$ cat config.mk
export PLATFORM = sky130hd
export DESIGN_NAME = pipe_ctrl
export DESIGN_NICKNAME = d
export VERILOG_FILES = /design/src/rtl/pipe_ctrl.sv
export SDC_FILE = /design/constraint.sdc
export NUM_CORES = 1
export LEC_CHECK = 0
export CORE_MARGIN = 4
export CORE_UTILIZATION = 35
export CTS_CLUSTER_DIAMETER = 100
export CTS_CLUSTER_SIZE = 25
export DETAILED_ROUTE_END_ITERATION = 6
export PLACE_DENSITY_LB_ADDON = 0.3
export SYNTH_ARGS = -nofsm -noshare
export SYNTH_HDL_FRONTEND = slang
export SYNTH_SLANG_ARGS = --single-unit
$ cat constraint.sdc
create_clock -name clk -period 3.3 [get_ports clk]
set_input_delay 0.495 -clock clk [delete_from_list [all_inputs] [get_ports clk]]
set_output_delay 0.495 -clock clk [all_outputs]
set_load 0.1 [all_outputs]
$ cat src/rtl/pipe_ctrl.sv
// Pipeline hazard/stall controller: forwarding select, data-hazard stalls, memory-wait freeze with timeout.
// Optional forwarding is enabled by defining PIPE_FORWARD_EN (default build: no forwarding, stall on any RAW).
module pipe_ctrl (
  input  logic        clk,
  input  logic        rst,
  input  logic [4:0]  id_rs,
  input  logic [4:0]  id_rt,
  input  logic        id_useRs,
  input  logic        id_useRt,
  input  logic [4:0]  exe_WriteRegDst,
  input  logic        exe_ALUToReg,
  input  logic        exe_MemToReg,
  input  logic [4:0]  mem_WriteRegDst,
  input  logic        mem_ALUToReg,
  input  logic        mem_MemToReg,
  input  logic        mem_req,
  input  logic        mem_ready,
  input  logic        branch_taken,
  output logic        pc_stall,
  output logic        ifid_stall,
  output logic        idexe_stall,
  output logic        exemem_stall,
  output logic        ifid_flush,
  output logic        idexe_flush,
  output logic [1:0]  fwdA,
  output logic [1:0]  fwdB,
  output logic        mem_err,
  output logic [15:0] stall_cnt,
  output logic        dbg_state
);

  typedef enum logic {RUN = 1'b0, MEMWAIT = 1'b1} state_t;

  state_t      state_q, state_d;
  logic [7:0]  wait_q, wait_d;
  logic [15:0] stall_cnt_q, stall_cnt_d;
  logic        mem_err_q, mem_err_d;

  logic exe_wr, mem_wr;
  logic exe_hit_rs, exe_hit_rt, mem_hit_rs, mem_hit_rt;
  logic data_hazard, timeout, freeze;
  logic [1:0] fwd_a_raw, fwd_b_raw;

  // Register 0 is hard-wired zero, so it never creates a dependency.
  assign exe_wr     = exe_ALUToReg | exe_MemToReg;
  assign mem_wr     = mem_ALUToReg | mem_MemToReg;
  assign exe_hit_rs = exe_wr && id_useRs && (id_rs != 5'd0) && (exe_WriteRegDst == id_rs);
  assign exe_hit_rt = exe_wr && id_useRt && (id_rt != 5'd0) && (exe_WriteRegDst == id_rt);
  assign mem_hit_rs = mem_wr && id_useRs && (id_rs != 5'd0) && (mem_WriteRegDst == id_rs);
  assign mem_hit_rt = mem_wr && id_useRt && (id_rt != 5'd0) && (mem_WriteRegDst == id_rt);

`ifdef PIPE_FORWARD_EN
  assign data_hazard = exe_MemToReg && (exe_hit_rs || exe_hit_rt);
  assign fwd_a_raw   = exe_hit_rs ? 2'b01 : (mem_hit_rs ? 2'b10 : 2'b00);
  assign fwd_b_raw   = exe_hit_rt ? 2'b01 : (mem_hit_rt ? 2'b10 : 2'b00);
`else
  assign data_hazard = exe_hit_rs | exe_hit_rt | mem_hit_rs | mem_hit_rt;
  assign fwd_a_raw   = 2'b00;
  assign fwd_b_raw   = 2'b00;
`endif

  // Memory handshake: mem_req marks a MEM-stage RAM access; the access completes
  // in the cycle mem_ready is high. Until then the whole pipe is frozen.
  assign timeout = (state_q == MEMWAIT) && (wait_q == 8'hFF);
  assign freeze  = ((state_q == RUN) && mem_req && !mem_ready) ||
                   ((state_q == MEMWAIT) && !mem_ready && !timeout);

  always_ff @(posedge clk or negedge rst) begin
    if (!rst) begin
      state_q     <= RUN;
      wait_q      <= 8'd0;
      stall_cnt_q <= 16'd0;
      mem_err_q   <= 1'b0;
    end else begin
      state_q     <= state_d;
      wait_q      <= wait_d;
      stall_cnt_q <= stall_cnt_d;
      mem_err_q   <= mem_err_d;
    end
  end

  always_comb begin
    state_d   = state_q;
    wait_d    = wait_q;
    mem_err_d = 1'b0;
    case (state_q)
      RUN: begin
        if (freeze) begin
          state_d = MEMWAIT;
          wait_d  = 8'd0;
        end
      end
      MEMWAIT: begin
        if (mem_ready) begin
          state_d = RUN;
        end else if (timeout) begin
          state_d   = RUN;
          mem_err_d = 1'b1;
        end else begin
          wait_d = wait_q + 8'd1;
        end
      end
      default: state_d = RUN;
    endcase
  end

  // Priority: reset > freeze > data hazard > structural conflict > branch.
  always_comb begin
    pc_stall     = 1'b0;
    ifid_stall   = 1'b0;
    idexe_stall  = 1'b0;
    exemem_stall = 1'b0;
    ifid_flush   = 1'b0;
    idexe_flush  = 1'b0;
    fwdA         = fwd_a_raw;
    fwdB         = fwd_b_raw;
    if (!rst) begin
      ifid_flush  = 1'b1;
      idexe_flush = 1'b1;
      fwdA        = 2'b00;
      fwdB        = 2'b00;
    end else if (freeze) begin
      pc_stall     = 1'b1;
      ifid_stall   = 1'b1;
      idexe_stall  = 1'b1;
      exemem_stall = 1'b1;
    end else if (data_hazard) begin
      pc_stall    = 1'b1;
      ifid_stall  = 1'b1;
      idexe_flush = 1'b1;
    end else if (mem_req) begin
      ifid_flush = 1'b1;
      pc_stall   = !branch_taken;
    end else if (branch_taken) begin
      ifid_flush = 1'b1;
    end
  end

  assign stall_cnt_d = (pc_stall && (stall_cnt_q != 16'hFFFF)) ? stall_cnt_q + 16'd1 : stall_cnt_q;

  assign stall_cnt = stall_cnt_q;
  assign mem_err   = mem_err_q;
  assign dbg_state = (state_q == MEMWAIT);

endmodule

==> flow_summary.json, run 1 <==
{
  "route.antenna.remaining_nets": 0,
  "reg2reg_from": "wait_q[0]$_DFFE_PN0P_",
  "cts_resized": 0,
  "drt_iter0_drc": 66,
  "avgViaCountPerCell": 5.07,
  "rsz0062_at_grt": "false",
  "area_growth_pct": 44.1,
  "post_cts_buffers": 0,
  "antenna_cells": 0,
  "finalHoldViolations": 0,
  "drive_above_1_share_pct": 10.9,
  "dp_hpwl_um": 2900,
  "ir_drop_uv": 400,
  "cts_sinks": 26,
  "startpoint": "id_rt[0]",
  "wirelength_um": 3510,
  "port_buffers": 54,
  "tightest_slew_ns": 0.975,
  "place_congestion": 0.766,
  "h-tree-depth": 1,
  "leakagePower_nw": 1.01,
  "grt_antenna_before_repair": 0,
  "grt_max_degree": 35,
  "clkLatencyLatePin_ns": 0.27,
  "rows": 24,
  "synth-seq-cells": 26,
  "fmax_mhz": 346,
  "dr.pass1.iters": 4,
  "grt-ovfl-total": 0,
  "setup.worst_path.end_class": "output port",
  "criticalPathCategory": "input pin to output port",
  "ys_seq_area_share_pct": 40.2,
  "clock_path_buffers": 2,
  "timing.rr.end": "stall_cnt[1]$_DFFE_PN0P_",
  "grt_pass1_vias": 1375,
  "nets": 264,
  "hp-class": "flip-flop to flip-flop",
  "synth_area_per_cell_um2": 9.41,
  "avgRoutedWirePerCell_um": 12.4,
  "synth_top_area_share_pct": 40.2,
  "reg2reg_depth": 9,
  "finalCriticalPeriod_ns": 2.89,
  "drc": 0,
  "vias": 1429,
  "grt_pass1_wl_um": 6040,
  "initial_core_util_pct": 36.6,
  "syn-cell-area_um2": 1620,
  "crit_path_max_fanout": 6,
  "fin_util_pct": 52.8,
  "critical_path_required_ns": 2.80,
  "tritoncts": "built",
  "setup_viol": 0,
  "yosysTopAreaCell": "dfrtp_1",
  "relSlewSlack_pct": 34.8,
  "die_area_um2": 5770,
  "grt.total_usage_pct": 12.3,
  "setup.worst_path.end": "ifid_flush",
  "numCtsBuffers": 3,
  "whs_ns": 0.487,
  "power_density_nw_per_um2": 557,
  "status": "complete, no violations",
  "clk_pin_slew_ns": 0.09,
  "synth_edf_count": 0,
  "synthCells": 172,
  "die_w_um": 76.0,
  "post-route-period-util_pct": 87.7,
  "cp.arrival_ns": 2.40,
  "layout_commonest_cell": "clkdlybuf4s50_1",
  "die_h_um": 76.0,
  "cts.root.buffer_cell": "clkbuf_8",
  "maxSlewViolCount": 0,
  "fin_skew_ns": 0.00311,
  "cts_hold_buffers": 0,
  "rrSetupSlack_ns": 0.91,
  "ys_warn_count": 0,
  "synth_flop_cell": "dfrtp_1",
  "worst_setup_path_start_kind": "input pin",
  "async_flop_share_pct": 100,
  "cap_violations": 0,
  "synth_area_leaders": "dfrtp_1 40%, xor2_1 20%, nor2_1 5.1%, nor3_1 3.1%, nand2_1 3.0%",
  "final.setup.tns_ns": 0,
  "top_level_ports": 59,
  "final_cell_mix": "44 x clkdlybuf4s50_1, 37 x xor2_1, 26 x dfrtp_1",
  "synth_cell_type_count": 35,
  "core_area_um2": 4410
}
worst min path at each step:
| stage | start | to | slack (ns) | depth (start not counted) |
|---|---|---|---|---|
| final | stall_cnt[8]$_DFFE_PN0P_ | stall_cnt[8]$_DFFE_PN0P_ | 0.49 | 1 |
| after global routing | stall_cnt[8]$_DFFE_PN0P_ | stall_cnt[8]$_DFFE_PN0P_ | 0.51 | 1 |
| after CTS | stall_cnt[8]$_DFFE_PN0P_ | stall_cnt[8]$_DFFE_PN0P_ | 0.49 | 1 |
| after detailed placement | stall_cnt[4]$_DFFE_PN0P_ | stall_cnt[4]$_DFFE_PN0P_ | 0.48 | 1 |
| after global placement | stall_cnt[4]$_DFFE_PN0P_ | stall_cnt[4]$_DFFE_PN0P_ | 0.48 | 1 |
| after floorplan | rst | dbg_state$_DFF_PN0_ | 0.20 | 0 |
registers in the layout, summed over array words and instances, names as in the netlist:
signal	count
dbg_state	1
mem_err	1
stall_cnt	16
wait_q	8
cell usage after synthesis, types with 3 or more instances:
| cell | instances |
|---|---|
| nor2_1 | 22 |
| inv_1 | 3 |
| nor4_1 | 4 |
| or3_1 | 4 |
| nand2_1 | 13 |
| xor2_1 | 37 |
| o21ai_0 | 3 |
| nand4_1 | 7 |
| nor3_1 | 10 |
| o21ai_1 | 3 |
| dfrtp_1 | 26 |
| or4_1 | 3 |
| buf_4 | 5 |
| nand3_1 | 5 |
layer usage:
layer / part of all wire [%] / track usage [%] / up-vias
li1: - / - / 705
met1: 42 / 15.1 / 659
met2: 48 / 20.5 / 58
met3: 8.2 / 3.19 / 7
met4: 1.9 / 4.80 / 0
met5: 0 / 0 / -
cells by family after synthesis:
| family | Yosys count | synth area share (%) |
|---|---|---|
| AO/OA/AOI/OAI | 16 | 7.19 |
| adder cells (fa/ha/maj) | 2 | 1.55 |
| flip-flops | 26 | 40.2 |
| multiplexers | 2 | 1.31 |
| other | 1 | 0.232 |
| AND/OR/NAND/NOR | 76 | 24.7 |
| XOR/XNOR | 38 | 20.6 |
| buffers and inverters | 11 | 4.25 |
stage by stage:
step	setup slack (ns)	std cells	instance area, µm²	power [mW]
6_report	0.406	282	2330	1.30
5_1_grt	0.309	282	2330	1.36
4_1_cts	0.400	282	2330	1.31
3_5_place_dp	0.413	278	2280	1.11
3_3_place_gp	0.440	278	2280	1.10
2_1_floorplan	0.295	175	1640	0.914
power breakdown:
part	switching, mW	internal (mW)	leakage [nW]
logic	0.488	0.177	0.639
registers	0.0624	0.369	0.342
clock network	0.0949	0.107	0.0288
total	0.645	0.652	1.01
layout make-up:
class                   instances  area [µm²]
fillers                       405        2080
flip-flops and latches         26         651
well taps                      52        65.1
clock buffers                   4        55.1
inverters                       4        15.0
multi-input cells             138         925
repair buffers                 58         621
critical path, cell delays in order:
cell and delay (ns):
clkdlybuf4s50_1 0.47, or4_1 0.53, o21ai_1 0.23, o22ai_4 0.15, o31ai_4 0.31, buf_12 0.21
No activity file was read; power rests on OpenSTA's default activity.
==> inputs of run 2 (changes only) <==
--- a/config.mk
+++ b/config.mk
@@ -11,6 +11,7 @@
 export CTS_CLUSTER_SIZE = 25
 export DETAILED_ROUTE_END_ITERATION = 6
 export PLACE_DENSITY_LB_ADDON = 0.3
+export REMOVE_ABC_BUFFERS = 1
 export SYNTH_ARGS = -nofsm -noshare
 export SYNTH_HDL_FRONTEND = slang
 export SYNTH_SLANG_ARGS = --single-unit
==> run 2 against run 1 <==
Net effect: sequential cell count stayed put; critical path depth is the same; sequential share of layout area grew 0.41 points; utilization down 0.77 points; largest cell class unchanged; clock power fell by 14%; combinational power is essentially flat.
==> flow_summary.json, run 2 (synthesis gave the netlist of run 1 again) <==
{
  "die_w_um": 76.0,
  "layout_commonest_cell": "clkdlybuf4s50_1",
  "h-tree-depth": 1,
  "initial_core_util_pct": 36.6,
  "avgViaCountPerCell": 5.04,
  "setup.worst_path.end_class": "output port",
  "crit_family": "compound AO/OA/AOI/OAI gates",
  "vias": 1415,
  "grt.total_usage_pct": 13.0,
  "dr.pass1.iters": 4,
  "avgRoutedWirePerCell_um": 13.3,
  "place_congestion": 0.884,
  "criticalPathCategory": "input pin to output port",
  "grt_pass1_wl_um": 6350,
  "cts_resized": 0,
  "antenna_cells": 0,
  "power_density_nw_per_um2": 552,
  "grt_max_degree": 15,
  "drive_above_1_share_pct": 10.5,
  "post_cts_buffers": 0,
  "switchingPower_mw": 0.644,
  "grt-ovfl-total": 0,
  "final_cell_mix": "42 x clkdlybuf4s50_1, 37 x xor2_1, 26 x dfrtp_1",
  "critical_path_required_ns": 2.80,
  "clock_path_buffers": 2,
  "switching_share_pct": 50.8,
  "area_growth_pct": 42.0,
  "crit_path_max_fanout": 6,
  "grt_antenna_before_repair": 0,
  "drc": 0,
  "largest_reg_flops": 16,
  "cts.root.buffer_cell": "clkbuf_8",
  "route.antenna.remaining_nets": 0,
  "nets": 264,
  "hp-class": "flip-flop to flip-flop",
  "die_area_um2": 5770,
  "numCtsBuffers": 3,
  "setup_viol": 0,
  "finalHoldViolations": 0,
  "dp_cells": 278,
  "finalNonFillerCells": 281,
  "p_seq_share_pct": 34.1,
  "grt_pass1_vias": 1387,
  "path_cells": "clkdlybuf4s50_1, or4_1, o21ai_1, o22ai_4, o31ai_1, buf_12",
  "top_level_ports": 59,
  "fillers": 429,
  "leakagePower_nw": 1.00,
  "cts_hold_buffers": 0,
  "tritoncts": "built",
  "maxSlewViolCount": 0,
  "combPwrFrac_pct": 52.2,
  "post-route-period-util_pct": 91.5,
  "relSlewSlack_pct": 34.6,
  "fin_skew_ns": 0.00209,
  "critPathSlowestCell": "or4_1",
  "cap_violations": 0,
  "wirelength_um": 3730,
  "tightest_slew_ns": 0.978,
  "finalCriticalPeriod_ns": 3.02,
  "clk_pin_slew_ns": 0.08,
  "core_area_um2": 4410,
  "worst_setup_path_start_kind": "input pin",
  "slowest_delay_ns": 0.54,
  "dp_hpwl_um": 3150,
  "port_buffers": 54,
  "drt_iter0_drc": 118,
  "rows": 24,
  "cp_num_buf_inv": 2,
  "cts_sinks": 26,
  "p_int_mw": 0.625,
  "cp.arrival_ns": 2.52,
  "p_clk_share_pct": 13.7,
  "ir_drop_uv": 371,
  "fmax_mhz": 331,
  "die_h_um": 76.0,
  "status": "complete, no violations",
  "rsz0062_at_grt": "false",
  "clkLatencyLatePin_ns": 0.26,
  "power_mw": 1.27
}
## run 2: stage by stage
step                cell area, µm²  utilization, %  hold slack [ns]  worst slack, ns  setup TNS [ns]
finish                        2300            52.0            0.487            0.280               0
global route                  2300            52.0            0.501            0.106               0
CTS                           2300            52.0            0.490            0.253               0
detailed placement            2260            51.1            0.477            0.253               0
global placement              2260            51.1            0.478            0.284               0
floorplan                     1580               -            0.199            -1.05           -1.50
## run 2: final cells by class
cell class	instances	area, µm²	share of cell area [%]
flip-flops and latches	26	651	28.3
clock buffers	3	41.3	1.80
inverters	4	15.0	0.654
well taps	52	65.1	2.83
repair buffers	58	616	26.8
multi-input cells	138	910	39.6
## run 2: power groups by stage
| stage | Sequential (mW) | Combinational, mW | Clock (mW) |
|---|---|---|---|
| 2_1_floorplan | 0.746 | 0.159 | 0 |
| 3_5_place_dp | 0.440 | 0.667 | 0 |
| 4_1_cts | 0.434 | 0.668 | 0.182 |
| 3_3_place_gp | 0.439 | 0.661 | 0 |
| 5_1_grt | 0.440 | 0.690 | 0.190 |
| 6_report | 0.433 | 0.663 | 0.173 |
## run 2: worst paths after layout
check	startpoint	end	slack (ns)	cells past startpoint
worst max register to register	wait_q[0]$_DFFE_PN0P_	stall_cnt[10]$_DFFE_PN0P_	0.87	9
max in group asynchronous	rst	wait_q[3]$_DFFE_PN0P_	2.27	2
worst max-delay path	id_rt[0]	ifid_flush	0.28	6
min in group asynchronous	rst	dbg_state$_DFF_PN0_	0.52	1
worst min register to register	stall_cnt[4]$_DFFE_PN0P_	stall_cnt[4]$_DFFE_PN0P_	0.49	1
worst min-delay path	stall_cnt[4]$_DFFE_PN0P_	stall_cnt[4]$_DFFE_PN0P_	0.49	1
## run 2: layer usage
| layer | vias up | routed length, µm | track usage, % | share of wire [%] |
|---|---|---|---|---|
| li1 | 705 | - | - | - |
| met1 | 654 | 1550 | 15.4 | 42 |
| met2 | 48 | 1760 | 21.7 | 47 |
| met3 | 8 | 337 | 4.37 | 9.0 |
| met4 | 0 | 72 | 4.80 | 1.9 |
| met5 | - | 0 | 0 | 0 |
